**config.mk**
```make
export PLATFORM = sky130hd
export DESIGN_NAME = qspi_xip_fetch
export DESIGN_NICKNAME = d
export VERILOG_FILES = /design/src/rtl/qspi_xip_fetch.sv
export SDC_FILE = /design/constraint.sdc
export NUM_CORES = 1
export LEC_CHECK = 0
export CAP_MARGIN = 0
export CORE_ASPECT_RATIO = 0.75
export CORE_UTILIZATION = 45
export DETAILED_ROUTE_END_ITERATION = 10
export GPL_TIMING_DRIVEN = 0
export PLACE_DENSITY_LB_ADDON = 0.1
export SYNTH_ARGS = -nofsm -noshare
export SYNTH_HDL_FRONTEND = slang
export SYNTH_SLANG_ARGS = --single-unit
export TNS_END_PERCENT = 20
```
**constraint.sdc**
```tcl
create_clock -name clk -period 5.9 [get_ports clk]
set_input_delay 1.18 -clock clk [delete_from_list [all_inputs] [get_ports clk]]
set_output_delay 1.18 -clock clk [all_outputs]
set_load 0.01 [all_outputs]
```
**src/rtl/qspi_xip_fetch.sv**
```systemverilog
// XIP instruction fetch: serves CPU instruction words from QSPI NOR flash (Quad Output Fast Read).
// Latency: hit 0 cycles; cold miss 89 cycles; sequential miss in an open burst 9; other miss 91.
// Backpressure: WAIT_INSTR stalls the CPU until the one-word buffer holds the requested word.
//
// Ports:
//   clk, rstn            system clock, synchronous active-low reset
//   fetch_req            instruction fetch outside the ASRAM window
//   cpu_iaddr            16-bit word address, held stable while WAIT_INSTR=1
//   instr, WAIT_INSTR    buffered instruction word and stall
//   QSPI_CLK, QSPI_CSN   flash clock (clk/2, mode 0) and chip select
//   qspi_dio_o/_oe/_i    split quad data pads; the top level builds the tristate
module qspi_xip_fetch #(
    parameter int          BUS_AWIDTH   = 24,
    parameter logic [7:0]  READ_CMD     = 8'h6B,
    parameter int          DUMMY_SCK    = 8,
    parameter int          CSN_HIGH_CYC = 2
) (
    input  logic                  clk,
    input  logic                  rstn,
    input  logic                  fetch_req,
    input  logic [BUS_AWIDTH-1:0] cpu_iaddr,
    output logic [15:0]           instr,
    output logic                  WAIT_INSTR,
    output logic                  QSPI_CLK,
    output logic                  QSPI_CSN,
    output logic [3:0]            qspi_dio_o,
    output logic [3:0]            qspi_dio_oe,
    input  logic [3:0]            qspi_dio_i
);

    localparam logic [2:0] S_IDLE   = 3'd0;
    localparam logic [2:0] S_CSHIGH = 3'd1;
    localparam logic [2:0] S_CMD    = 3'd2;
    localparam logic [2:0] S_ADDR   = 3'd3;
    localparam logic [2:0] S_DUMMY  = 3'd4;
    localparam logic [2:0] S_DATA   = 3'd5;
    localparam logic [2:0] S_HOLD   = 3'd6;

    localparam logic [7:0] CMD_SCK   = 8'd8;
    localparam logic [7:0] ADDR_SCK  = 8'd24;
    localparam logic [7:0] DATA_SCK  = 8'd4;
    localparam logic [7:0] DUMMY_CNT = 8'(DUMMY_SCK);
    // CSHIGH counts down to zero, so it lasts CSH_INIT+1 cycles.
    localparam logic [7:0] CSH_INIT  = (CSN_HIGH_CYC > 1) ? 8'(CSN_HIGH_CYC - 1) : 8'd0;

    logic [2:0]  state_q, state_d;
    logic        phase_q, phase_d;      // 0: SCK low (phase A), 1: SCK high (phase B)
    logic [7:0]  cnt_q,   cnt_d;        // SCK periods left in state, or CSN-high cycles left
    logic [31:0] sh_q,    sh_d;         // {opcode, byte address}, MSB goes out on DIO0
    logic [11:0] rx_q,    rx_d;         // first three nibbles of the word being read
    logic [22:0] addr_q,  addr_d;       // word address of the burst in flight
    logic [22:0] tag_q,   tag_d;
    logic        valid_q, valid_d;
    logic [15:0] instr_q, instr_d;

    logic [22:0] req_addr;
    logic [22:0] tag_next;
    logic        hit;
    logic        miss;
    logic        seq;
    logic        sck_end;
    logic [15:0] rx_full;
    logic        unused_addr_hi;

    assign req_addr       = cpu_iaddr[22:0];
    assign unused_addr_hi = ^cpu_iaddr[BUS_AWIDTH-1:23];
    assign tag_next       = tag_q + 23'd1;   // wraps mod 2^23, so 0x7FFFFF -> 0 is sequential
    assign hit            = valid_q && (tag_q == req_addr);
    assign miss           = fetch_req && !hit;
    assign seq            = (req_addr == tag_next);
    assign sck_end        = phase_q;         // the edge ending phase B closes an SCK period
    // Nibbles arrive byte0-high, byte0-low, byte1-high, byte1-low; even byte is the low half.
    assign rx_full        = {rx_q, qspi_dio_i};

    always_comb begin
        state_d = state_q;
        phase_d = 1'b0;
        cnt_d   = cnt_q;
        sh_d    = sh_q;
        rx_d    = rx_q;
        addr_d  = addr_q;
        tag_d   = tag_q;
        valid_d = valid_q;
        instr_d = instr_q;

        case (state_q)
            S_IDLE: begin
                if (miss) begin
                    addr_d  = req_addr;
                    sh_d    = {READ_CMD, req_addr, 1'b0};
                    cnt_d   = CMD_SCK;
                    state_d = S_CMD;
                end
            end

            S_CSHIGH: begin
                if (cnt_q == 8'd0) begin
                    cnt_d   = CMD_SCK;
                    state_d = S_CMD;
                end else begin
                    cnt_d = cnt_q - 8'd1;
                end
            end

            S_CMD, S_ADDR: begin
                phase_d = !phase_q;
                if (sck_end) begin
                    sh_d = {sh_q[30:0], 1'b0};
                    if (cnt_q == 8'd1) begin
                        if (state_q == S_CMD) begin
                            cnt_d   = ADDR_SCK;
                            state_d = S_ADDR;
                        end else if (DUMMY_SCK == 0) begin
                            cnt_d   = DATA_SCK;
                            state_d = S_DATA;
                        end else begin
                            cnt_d   = DUMMY_CNT;
                            state_d = S_DUMMY;
                        end
                    end else begin
                        cnt_d = cnt_q - 8'd1;
                    end
                end
            end

            S_DUMMY: begin
                phase_d = !phase_q;
                if (sck_end) begin
                    if (cnt_q == 8'd1) begin
                        cnt_d   = DATA_SCK;
                        state_d = S_DATA;
                    end else begin
                        cnt_d = cnt_q - 8'd1;
                    end
                end
            end

            S_DATA: begin
                phase_d = !phase_q;
                if (sck_end) begin
                    rx_d = rx_full[11:0];
                    if (cnt_q == 8'd1) begin
                        // Buffer is written only here, so a hit never sees instr move.
                        instr_d = {rx_full[7:0], rx_full[15:8]};
                        tag_d   = addr_q;
                        valid_d = 1'b1;
                        state_d = S_HOLD;
                    end else begin
                        cnt_d = cnt_q - 8'd1;
                    end
                end
            end

            S_HOLD: begin
                // SCK parked low with CSN asserted; the flash keeps its read pointer.
                if (miss) begin
                    addr_d = req_addr;
                    if (seq) begin
                        cnt_d   = DATA_SCK;
                        state_d = S_DATA;
                    end else begin
                        sh_d    = {READ_CMD, req_addr, 1'b0};
                        cnt_d   = CSH_INIT;
                        state_d = S_CSHIGH;
                    end
                end
            end

            default: begin
                state_d = S_IDLE;
            end
        endcase
    end

    always_ff @(posedge clk) begin
        if (!rstn) begin
            state_q <= S_IDLE;
            phase_q <= 1'b0;
            cnt_q   <= 8'd0;
            sh_q    <= 32'd0;
            rx_q    <= 12'd0;
            addr_q  <= 23'd0;
            tag_q   <= 23'd0;
            valid_q <= 1'b0;
            instr_q <= 16'h0000;
        end else begin
            state_q <= state_d;
            phase_q <= phase_d;
            cnt_q   <= cnt_d;
            sh_q    <= sh_d;
            rx_q    <= rx_d;
            addr_q  <= addr_d;
            tag_q   <= tag_d;
            valid_q <= valid_d;
            instr_q <= instr_d;
        end
    end

    // Pad outputs decode registered state only, so they change right after the clk edge.
    always_comb begin
        qspi_dio_o  = 4'b1100;
        qspi_dio_oe = 4'b1100;
        case (state_q)
            S_CMD, S_ADDR: begin
                // DIO2/DIO3 double as WP#/HOLD# and must stay high while driven.
                qspi_dio_o  = {2'b11, 1'b0, sh_q[31]};
                qspi_dio_oe = 4'b1101;
            end
            S_DUMMY, S_DATA, S_HOLD: begin
                qspi_dio_oe = 4'b0000;
            end
            default: begin
                qspi_dio_oe = 4'b1100;
            end
        endcase
    end

    assign QSPI_CSN   = (state_q == S_IDLE) || (state_q == S_CSHIGH);
    assign QSPI_CLK   = phase_q && ((state_q == S_CMD) || (state_q == S_ADDR) ||
                                    (state_q == S_DUMMY) || (state_q == S_DATA));
    assign instr      = instr_q;
    assign WAIT_INSTR = miss;

endmodule

```
# Word level (Yosys, flattened, before mapping)
# Index checks and enable logic that the tools add are counted.
# classes
div	0
shift	0
n_mux	31
n_reduce_logical	24
add_sub_neg	2
bitwise	0
n_eq_ne	20
magnitude_cmp	0
mul	0
# ops
op	n
two-way mux 32 bit	4
case mux 32 bit (3 select lines)	1
two-way mux 8 bit	9
case mux 8 bit (6 select lines)	1
== test 23 bit	2
two-way mux 3 bit	12
adder 23 x 1 -> 23 bit, second input constant	1
!= test 2 bit, second input constant	11
case mux 3 bit (6 select lines)	1
== test 3 bit, second input constant	3
AND reduction 9 bit	1
== test 8 x 1 -> 1 bit, second input constant	1
logical NOT 8 bit	1
case mux 4 bit (2 select lines)	1
subtractor 8 x 1 -> 8 bit, second input constant	1
AND reduction 7 bit	1
== test 3 x 2 -> 1 bit, second input constant	2
AND reduction 2 bit	3
nonzero test 6 bit	1
two-way mux 5 bit	1
AND reduction 5 bit	1
logical OR 1 bit	4
OR reduction 2 bit	2
OR reduction 4 bit	1
8 further kinds	11
# totals
out_inout_bits	27
ff_bits	119
mem_count	0
in_bits	31
latchBits	0
romBits	0
mem_bits_rw	0

# Logic depth before layout (Yosys ltp)
# Gate-level depths: netlist of the first run.
# logic_depth
depth_word	6
ltp_mapped	12
ltp_nobuf	9

# Least setup slack after synthesis of the first run
# Ideal clock, no wire load.
# synth_path
path_type	input port to flip-flop
start	input cpu_iaddr[17]
end	register sh_q[25]
setup_time_ps	119
slack_ps	2435
arrival_time_ps	3347
path_stages	11
path_buffers	2
required_time_ps	5781
cell_sequence	xor2_1 > or3_1 > nor3_1 > a21o_1 > inv_1 > and3_1 > a31o_2 > or2_1 > buf_2 > buf_6 > o221a_1
# synth_via
elab_chain_cells	6
elab_cells_between_ends	9
# synth_lines
item	line_no	text
start: declaration	21	input logic [BUS_AWIDTH-1:0] cpu_iaddr,
== test 23 bit *	68	assign hit = valid_q && (tag_q == req_addr);
logical AND 1 bit *	68	
logical NOT 1 bit *	69	assign miss = fetch_req && !hit;
logical AND 1 bit *	69	
named net WAIT_INSTR	23	output logic WAIT_INSTR,
!= test 2 bit (no source line)	n/a	
AND reduction 5 bit (no source line) *	n/a	
end signal: assignment	180	sh_q <= 32'd0;
end signal: assignment	190	sh_q <= sh_d;
end: declaration	49	logic [31:0] sh_q, sh_d;
# Mark *: on every way through the listed nets, which the timed path passes. The rest lies on a longest branch.
# A chain may end at the register's enable or synchronous reset.

# Final worst setup path of the first run
# layout_path
start	input cpu_iaddr[18]
end	output WAIT_INSTR
# layout_via
elab_chain_cells	4
# layout_lines
item	line_no
== test 23 bit	68
logical AND 1 bit	68
logical NOT 1 bit	69
logical AND 1 bit	69
end: declaration	23
# No other way between the ends.

==> results of run 1 <==
[sequential cells by signal, summed over array words and instances (netlist names)]
register,count
state_q,3
cnt_q,8
phase_q,1
rx_q,12
instr,16
valid_q,1
tag_q,23
addr_q,23
sh_q,31
[cell type report]
type                       count  area (sq um)
buffer                        59         272.8
inverter                      13         48.80
timing repair buffer          51         510.5
tap                          166         207.7
clock inverter                14         127.6
multi-input combinational    577          3262
sequential                   118          2362
fill                        1190          5338
clock buffer                  18         439.2
[worst max-delay path by stage]
stage | from | slack [ns] | endpoint | cells after the start
2_1_floorplan | cpu_iaddr[17] | 2.43 | sh_q[25] | 11
3_3_place_gp | cpu_iaddr[22] | 1.09 | WAIT_INSTR | 7
3_5_place_dp | cpu_iaddr[22] | 1.05 | WAIT_INSTR | 7
4_1_cts | cpu_iaddr[22] | 1.04 | WAIT_INSTR | 7
5_1_grt | cpu_iaddr[21] | 0.83 | WAIT_INSTR | 7
6_report | cpu_iaddr[18] | 1.01 | WAIT_INSTR | 7
[stage by stage]
stage               utilization  hold slack [ns]  total power, mW
floorplan                     -           0.4321           0.9967
CTS                      0.5753           0.4532            2.056
detailed placement       0.5302           0.4435            1.072
global route             0.5753           0.4672            2.119
global placement         0.5302           0.4380            1.065
finish                   0.5753           0.4522            2.047
[worst reg2reg max path: stages, from the launching register on]
cell       delay [ns]
dfxtp_1          0.44
ha_1             0.27
nand4_1          0.23
or4_1            0.56
buf_2            0.18
nand3_1          0.08
o41ai_1          0.08
a2111oi_0        0.81
a31o_2           0.34
clkbuf_1         0.39
nor3_1           0.11
a311oi_2         0.27
[placed cells by master, fill, tap and decap left out, drive strengths merged, types with 6 or more instances in the layout]
master / count
xor2: 11
nand2: 220
a21oi: 89
nor2: 28
dfxtp: 118
inv: 16
nor2b: 8
nand2b: 6
xnor2: 23
and3: 6
nor4: 12
nand3: 18
o21ai: 7
buf: 16
clkdlybuf4s50: 51
clkbuf: 61
nand4: 12
nor3: 32
clkinv: 6
a311oi: 21
[per-layer routing]
metal | GRT usage | vias up | share of wire
met4 | 0.09334 | 0 | 0.018
met1 | 0.3670 | 2712 | 0.48
met3 | 0.05255 | 26 | 0.077
met2 | 0.3803 | 189 | 0.42
li1 | - | 2801 | -
met5 | 0 | - | 0
[cells by family after synthesis]
logic type / Yosys count
other cells: 2
xor+xnor: 34
simple gates: 365
compound gates: 166
buf+inv: 72
flops: 118
fa+ha+maj: 3
mux: 5
[power groups by stage]
stage          clock (mW)  combinational [mW]  sequential (mW)
2_1_floorplan           0               0.141            0.856
3_3_place_gp            0               0.207            0.859
3_5_place_dp            0               0.212            0.860
4_1_cts              1.00               0.213            0.843
5_1_grt              1.04               0.233            0.847
6_report            0.989               0.215            0.843
==> flow_metrics.env, run 1 <==
export IMPL_cp_cell_sequence="clkdlybuf4s50_1 > xnor2_1 > nand4_1 > nor4_1 > a21o_1 > inv_1 > clkdlybuf4s50_1"
export IMPL_placementRows=35
export IMPL_place_ws_ns=1.052
export IMPL_synthFlopType="dfxtp_1"
export IMPL_swShare=0.2650
export IMPL_fin_crit_ns=4.893
export IMPL_yosysTopAreaCellShare=0.3978
export IMPL_design_area_sq_um=7231
export IMPL_io_buffers=51
export IMPL_start_kind="input port"
export IMPL_wl_per_cell_microns=16.37
export IMPL_die_h_microns=101.5
export IMPL_area_delta_synth_final_pct=21.77
export IMPL_io_pins=58
export IMPL_power_density_nw_per_um2=283.1
export IMPL_irDropWorstVdd_v=0.0002131
export IMPL_cts_htree_levels=4
export IMPL_combPwrFrac=0.105
export IMPL_dr_pass1_iters=5
export IMPL_synth_compound_area_frac=0.2052
export IMPL_netlist_area_sq_um=5938
export IMPL_worstSetupEndpointType="output pin"
export IMPL_routed_wl_mm=16.63
export IMPL_synth_xor_area_frac=0.05015
export IMPL_post_cts_setup_buffer_count=0
export IMPL_crit_family="buffers and inverters"
export IMPL_cap_violations=0
export IMPL_yosys_area_share_adder=0.006321
export IMPL_muxShareOfSynthArea=0.008639
export IMPL_p_clk_frac=0.483
export IMPL_insertion_delay_ns=0.42
export IMPL_dp_hpwl_mm=12.23
export IMPL_yosysSeqAreaShare=0.3978
export IMPL_min_path_cells=2
export IMPL_clk_pin_slew_ns=0.06
export IMPL_gp_congestion=0.9072
export IMPL_status="finished, final reports clean"
export IMPL_grt_use_total=0.2564
export IMPL_grt_pass1_vias=5317
export IMPL_core_area_sq_um=12570
export IMPL_drv_slew=0
export IMPL_grt_ovfl_total=0
export IMPL_diodes=0
export IMPL_synth_area_top_cells="dfxtp_1 40%, nand2_1 14%, a21oi_1 7.5%"
export IMPL_ant_nets=0
export IMPL_min_from="addr_q[13]"
export IMPL_reg2reg_from="tag_q[1]"
export IMPL_vias_per_cell=5.638
export IMPL_r2r_end="sh_q[18]"
export IMPL_tritoncts="yes"
export IMPL_required_ns=4.72
export IMPL_p_seq_frac=0.412
export IMPL_tns_ns=0
export IMPL_p_int_mw=1.505
export IMPL_ys_warn_count=0
export IMPL_min_to="tag_q[13]"
export IMPL_fin_nets=871
export IMPL_crit_path_frequent_cell="clkdlybuf4s50_1"
export IMPL_slew_headroom=0.1679
export IMPL_syn_area_per_cell_sq_um=7.762
export IMPL_worst_slack_ns=1.007
export IMPL_yosysUniqueCellTypes=64
export IMPL_drtIter0Drc=417
export IMPL_synth_seq_cells=118
export IMPL_root_buffer="clkbuf_16"
export IMPL_hold_buffers=0
export IMPL_hold_viol_final=0
export IMPL_tightest_slew_ns=1.237
export IMPL_rsz0062_at_grt="false"
export IMPL_synthArstFlopShare=0
export IMPL_synth_simple_area_share=0.2764
export IMPL_yosysTopAreaCell="dfxtp_1"
export IMPL_fmax_mhz=204.4
export IMPL_critPathKind="in2out"
export IMPL_synth_most_common_cell="nand2_1"
export IMPL_min_path_type="reg2reg"
export IMPL_critical_path_max_stage_delay_ns=0.55
export IMPL_synth_commonest_cells="220 x nand2_1, 118 x dfxtp_1, 89 x a21oi_1"
export IMPL_tritoncts_num_sinks=118
export IMPL_cp_max_fo=5
export IMPL_start_util=0.4725
export IMPL_layout_worst_path_cycle_share=0.8294
export IMPL_grt_max_degree=17
export IMPL_drc=0
export IMPL_synth_top_family_by_area="simple AND/OR/NAND/NOR gates"
export IMPL_dieArea_sq_um=13660
export IMPL_dpl_cell_area_sq_um=6664
export IMPL_crit_slowest_cell="clkdlybuf4s50_1"
export IMPL_p_leak_nw=2.433
export IMPL_cts_max_path_buffers=2
export IMPL_drive_above_1_share=0.09412
export IMPL_grt_pass1_wl_mm=27.03
export IMPL_setup_viol=0
export IMPL_cts_resized=0
export IMPL_skew_ns=0.005896
export IMPL_numCtsBuffers=17
export IMPL_num_vias=5728
export IMPL_fin_cells=1016
export IMPL_dp_cells=984
export IMPL_synthCells=765
export IMPL_r2r_slack_ns=2.04
export IMPL_rr_worst_depth=11
export IMPL_antenna_found_initial=0
export IMPL_crit_arrival_ns=3.71
export IMPL_fp_dieW_microns=134.6
export IMPL_path_buf_inv=3
export IMPL_synth_edf_count=0
export IMPL_switchingPower_uw=542.6
Power figures use the tool's default switching activity.
==> run 2, diff against run 1 <==
- clock period: 5.9 -> 4.43 ns (I/O delays scaled with it)
==> run 2 against run 1 <==
Final area hardly changed. Combinational power is 33% higher. First-iteration DRC count is 6.7% lower. Clock power is 33% higher. Die area stayed put. Non-clock buffer count stayed put. Highest routed layer unchanged.
==> flow_metrics.env, run 2 (synthesis gave the netlist of run 1 again) <==
export IMPL_status="finished, final reports clean"
export IMPL_tritoncts="yes"
export IMPL_core_area_sq_um=12570
export IMPL_fin_cells=1016
export IMPL_top_regs="sh_q (31), addr_q (23), tag_q (23)"
export IMPL_drive_above_1_share=0.09529
export IMPL_slew_headroom=0.1774
export IMPL_tritoncts_num_sinks=118
export IMPL_rsz0062_at_grt="false"
export IMPL_root_buffer="clkbuf_16"
export IMPL_design_area_sq_um=7237
export IMPL_io_pins=58
export IMPL_timing_hold_ws_ns=0.4522
export IMPL_grt_use_total=0.2564
export IMPL_grt_pass1_vias=5317
export IMPL_dp_hpwl_mm=12.23
export IMPL_gp_congestion=0.9072
export IMPL_routed_wl_mm=16.66
export IMPL_io_buffers=51
export IMPL_drc=0
export IMPL_fp_dieW_microns=134.6
export IMPL_cts_htree_levels=4
export IMPL_p_leak_nw=2.433
export IMPL_dpl_cell_area_sq_um=6664
export IMPL_fmax_mhz=235.4
export IMPL_final_util=0.5758
export IMPL_start_util=0.4725
export IMPL_irDropWorstVdd_v=0.0002826
export IMPL_drtIter0Drc=389
export IMPL_clk_pin_slew_ns=0.06
export IMPL_worst_slack_ns=0.1816
export IMPL_num_vias=5727
export IMPL_tightest_slew_ns=1.223
export IMPL_tns_ns=0
export IMPL_dr_pass1_iters=6
export IMPL_layout_common_cells="220 x nand2_1, 118 x dfxtp_1, 89 x a21oi_1, 51 x clkdlybuf4s50_1, 43 x clkbuf_1"
export IMPL_regMostFlops="sh_q"
export IMPL_min_path_type="reg2reg"
export IMPL_power_mw=2.728
export IMPL_area_delta_synth_final_pct=21.87
export IMPL_numCtsBuffers=17
export IMPL_required_ns=3.54
export IMPL_die_h_microns=101.5
export IMPL_place_ws_ns=0.1698
export IMPL_vias_per_cell=5.637
export IMPL_diodes=0
export IMPL_cap_violations=0
export IMPL_power_density_nw_per_um2=377.0
export IMPL_skew_ns=0.006133
export IMPL_cp_max_fo=5
export IMPL_drv_slew=0
export IMPL_dieArea_sq_um=13660
export IMPL_grt_ovfl_total=0
export IMPL_cts_max_path_buffers=2
export IMPL_grt_pass1_wl_mm=27.03
export IMPL_insertion_delay_ns=0.42
export IMPL_rr_worst_depth=11
export IMPL_dp_cells=984
export IMPL_min_path_cells=2
export IMPL_layout_worst_path_cycle_share=0.9590
export IMPL_largest_register_ffs=31
export IMPL_grt_max_degree=17
export IMPL_setup_viol=0
export IMPL_crit_arrival_ns=3.36
export IMPL_antenna_found_initial=0
export IMPL_hold_viol_final=0
export IMPL_start_kind="input port"
export IMPL_wl_per_cell_microns=16.40
export IMPL_worstSetupEndpointType="output pin"
export IMPL_fin_crit_ns=4.248
export IMPL_ant_nets=0
export IMPL_final_common_cell="nand2_1"
export IMPL_placementRows=35
export IMPL_critPathKind="in2out"
export IMPL_fin_nets=871
## run 2: per-layer routing
layer  vias to the layer above  wire [microns]  part of all wire  track usage
met5                         -               0                 0            0
met4                         0             260             0.016      0.09334
met3                        24            1138             0.068      0.05255
met2                       187            7055              0.42       0.3803
met1                      2713            8204              0.49       0.3670
li1                       2803               -                 -            -
## run 2: what timing repair did
| action | CTS | global route |
|---|---|---|
| setup buffers | 0 | 0 |
| endpoints found under the setup margin | 0 | 1 |
| hold buffers | 0 | 0 |
| resized for setup | 0 | 1 |
## run 2: worst paths after layout
kind                     end  slack (ns)     startpoint
setup / recovery  WAIT_INSTR        0.18  cpu_iaddr[11]
hold reg to reg    tag_q[13]        0.45     addr_q[13]
setup reg to reg    sh_q[18]        0.53       tag_q[1]
hold / removal     tag_q[13]        0.45     addr_q[13]
## run 2: cell type report
class	instances	area, sq um
Buffer	59	272.8
Multi-Input combinational cell	577	3268
Inverter	13	48.80
Clock buffer	18	439.2
Clock inverter	14	127.6
Fill cell	1186	5331
Sequential cell	118	2362
Tap cell	166	207.7
Timing Repair Buffer	51	510.5
## run 2: power by group
| group | internal, mW | switching (mW) |
|---|---|---|
| combinational | 0.114 | 0.173 |
| sequential | 1.10 | 0.0215 |
| clock | 0.788 | 0.530 |
| total | 2.00 | 0.724 |
## run 2: worst max-delay path, cell delays in order
cell and delay (ns):
clkdlybuf4s50_1 0.52, xnor2_1 0.46, nand4_1 0.29, nor3_1 0.34, a21o_1 0.26, inv_1 0.12, clkdlybuf4s50_1 0.49
==> RTL edit (config.mk and constraints of run 2) <==
`sh_q`, `rx_q`, `addr_q`, `tag_q` and `instr_q` no longer have a reset.
--- a/src/rtl/qspi_xip_fetch.sv
+++ b/src/rtl/qspi_xip_fetch.sv
@@ -179,8 +179,3 @@
             cnt_q   <= 8'd0;
-            sh_q    <= 32'd0;
-            rx_q    <= 12'd0;
-            addr_q  <= 23'd0;
-            tag_q   <= 23'd0;
             valid_q <= 1'b0;
-            instr_q <= 16'h0000;
         end else begin
@@ -189,9 +184,12 @@
             cnt_q   <= cnt_d;
-            sh_q    <= sh_d;
-            rx_q    <= rx_d;
-            addr_q  <= addr_d;
-            tag_q   <= tag_d;
             valid_q <= valid_d;
-            instr_q <= instr_d;
         end
+    end
+
+    always_ff @(posedge clk) begin
+        sh_q    <= sh_d;
+        rx_q    <= rx_d;
+        addr_q  <= addr_d;
+        tag_q   <= tag_d;
+        instr_q <= instr_d;
     end
Check against the original RTL: no difference found for any inputs over 10 cycles, from zero or initial values and one cycle with rstn low; that may be too few to reach the edited logic, so the function may still have changed.
==> RTL edit against run 2 <==
- final area down 5.5%
- sequential share of layout area grew 17 points
- register-to-register slack got worse by 90 ps
- worst setup slack lost 65 ps
- area after synthesis is 8.1% lower
- total power rose by 1.1%
- fmax shrank 1.5%
- sequential cell count is the same
- wire length shrank 31%
- die area shrank 8.0%
- count of clock-buffer cells in the layout up 3
- critical path type unchanged
==> RTL edit: results (changes against run 2) <==
[grt]
grt_pass1_vias = 3637  ; -32%
grtUsageTotal_pct = 19.8  ; -5.9 points
grt_pass1_wl_um = 18600  ; -31%
grt_start_max_net_pins = 24  ; +7
use_met2_pct = 29.1  ; -9.0 points
use_met1_pct = 27.4  ; -9.3 points
grt_util_met3_pct = 5.62  ; +0.36 points

[setup_path]
r2r_cells = 9  ; -2
arrival_ps = 3430  ; +70 ps
cp-startpoint = cpu_iaddr[21]
r2r_start = tag_q[1]
critPathMaxFanout = 6  ; +1

[logic_synthesis]
synth_compound_area_share_pct = 9.95  ; -11 points
synth_area_per_cell_um2 = 11.8  ; +52%
synthAdderAreaFrac_pct = 0.872  ; +0.24 points
yosys-top-cells-count = 105 x edfxtp_1, 87 x nand2_1, 20 x nor2_1, 20 x xnor2_1, 18 x a21oi_1
synthFlopType = edfxtp_1
synthDistinctLibCells = 62  ; -3.1%
synth-xor-area-share_pct = 5.94  ; +0.93 points
synthMuxAreaShare_pct = 0.917  ; +0.054 points
ys_seq_area_share_pct = 62.6  ; +23 points
synthTopCellsByArea = edfxtp_1 58%, nand2_1 6.0%, dfxtp_1 4.8%
synth_edf_count = 105  ; +105

[place]
place_worst_setup_slack_ps = 23.2  ; -147 ps
hpwl_um = 8170  ; -33%
placed_cell_area_um2 = 6280  ; -5.7%
port_buffers = 52  ; +2.0%
gp_congestion = 0.796  ; -12%
place_inst = 684  ; -30%

[clocking]
h-tree-depth = 4  ; unchanged
clk_pin_slew_worst_paths_ps = 60  ; about the same

[power]
p_seq_mw = 1.29  ; +15%
pwr-share-comb_pct = 8.7  ; -1.8 points
p_leak_nw = 2.37  ; -2.8%
ir_drop_uv = 308  ; +9.1%
power_frac_seq_pct = 46.6  ; +5.4 points
switchingPower_mw = 0.650  ; -10%

[sta]
slew_headroom_pct = 46.5  ; +29 points
skew_ps = 6.81  ; +0.674 ps

[drt]
wirelength_um = 11400  ; -31%
wire_per_inst_um = 15.9  ; -2.8%
drt_iter0_drc = 328  ; -16%
dr.pass1.iters = 5  ; -1
num_vias = 3895  ; -32%

[final_layout]
layout-drive-gt1-share_pct = 10.1  ; +0.58 points
layout.nets = 575  ; -34%
fillers = 977  ; -18%

[min_path]
hold_path_depth = 0  ; -2
min_path_type = flip-flop to flip-flop
hold_start = addr_q[17]

[outcome]
status = finished, final reports clean

-- RTL edit: cell count changes in the layout (fill, tap and decap cells not counted), sizes merged, moves of 20 or more --
cell    before  now
a311oi      21    1
a21oi       89   18
nand2      220   87
dfxtp      118   13
edfxtp       0  105
clkbuf      61   34
-- RTL edit: layout make-up --
| cell class | count | area [µm²] | share of cell area, % |
|---|---|---|---|
| clock inverters | 11 | 80.1 | 1.17 |
| well taps | 162 | 203 | 2.96 |
| inverters | 11 | 41.3 | 0.604 |
| plain buffers | 21 | 116 | 1.70 |
| flip-flops and latches | 118 | 3410 | 49.9 |
| clock buffers | 21 | 460 | 6.73 |
| repair buffers | 57 | 593 | 8.67 |
| multi-input cells | 315 | 1930 | 28.2 |
-- RTL edit: worst paths after layout --
path	to	slack (ps)
max	WAIT_INSTR	120
min	tag_q[17]	410
max reg2reg	sh_q[8]	440
min reg2reg	tag_q[17]	410
-- RTL edit: routing by layer --
| metal | routed length [µm] | share of wire (%) | vias to the layer above |
|---|---|---|---|
| met4 | 159 | 1.4 | 0 |
| met5 | 0 | 0 | - |
| met3 | 590 | 5.2 | 15 |
| met1 | 5490 | 48 | 1883 |
| met2 | 5180 | 45 | 112 |
| li1 | - | - | 1885 |
-- RTL edit: repair_timing --
| item | CTS | global route |
|---|---|---|
| setup endpoints to repair | 0 | 1 |
| gates resized for setup | 0 | 2 |
| hold buffers | 0 | 0 |
-- RTL edit: critical path, stage by stage --
cell	delay, ps
clkdlybuf4s50_1	540
xor2_1	180
or4_1	520
or4_4	490
o21ai_2	240
inv_1	80
clkdlybuf4s50_1	480
-- RTL edit: cell families after synthesis --
kind of cell               Yosys count
AOI/OAI and AO/OA                   76
xor gates and xnor gates            37
adders and majority gates            4
buffers and inverters               32
DFF                                118
muxes                                5
other                                2
and+or+nand+nor                    189
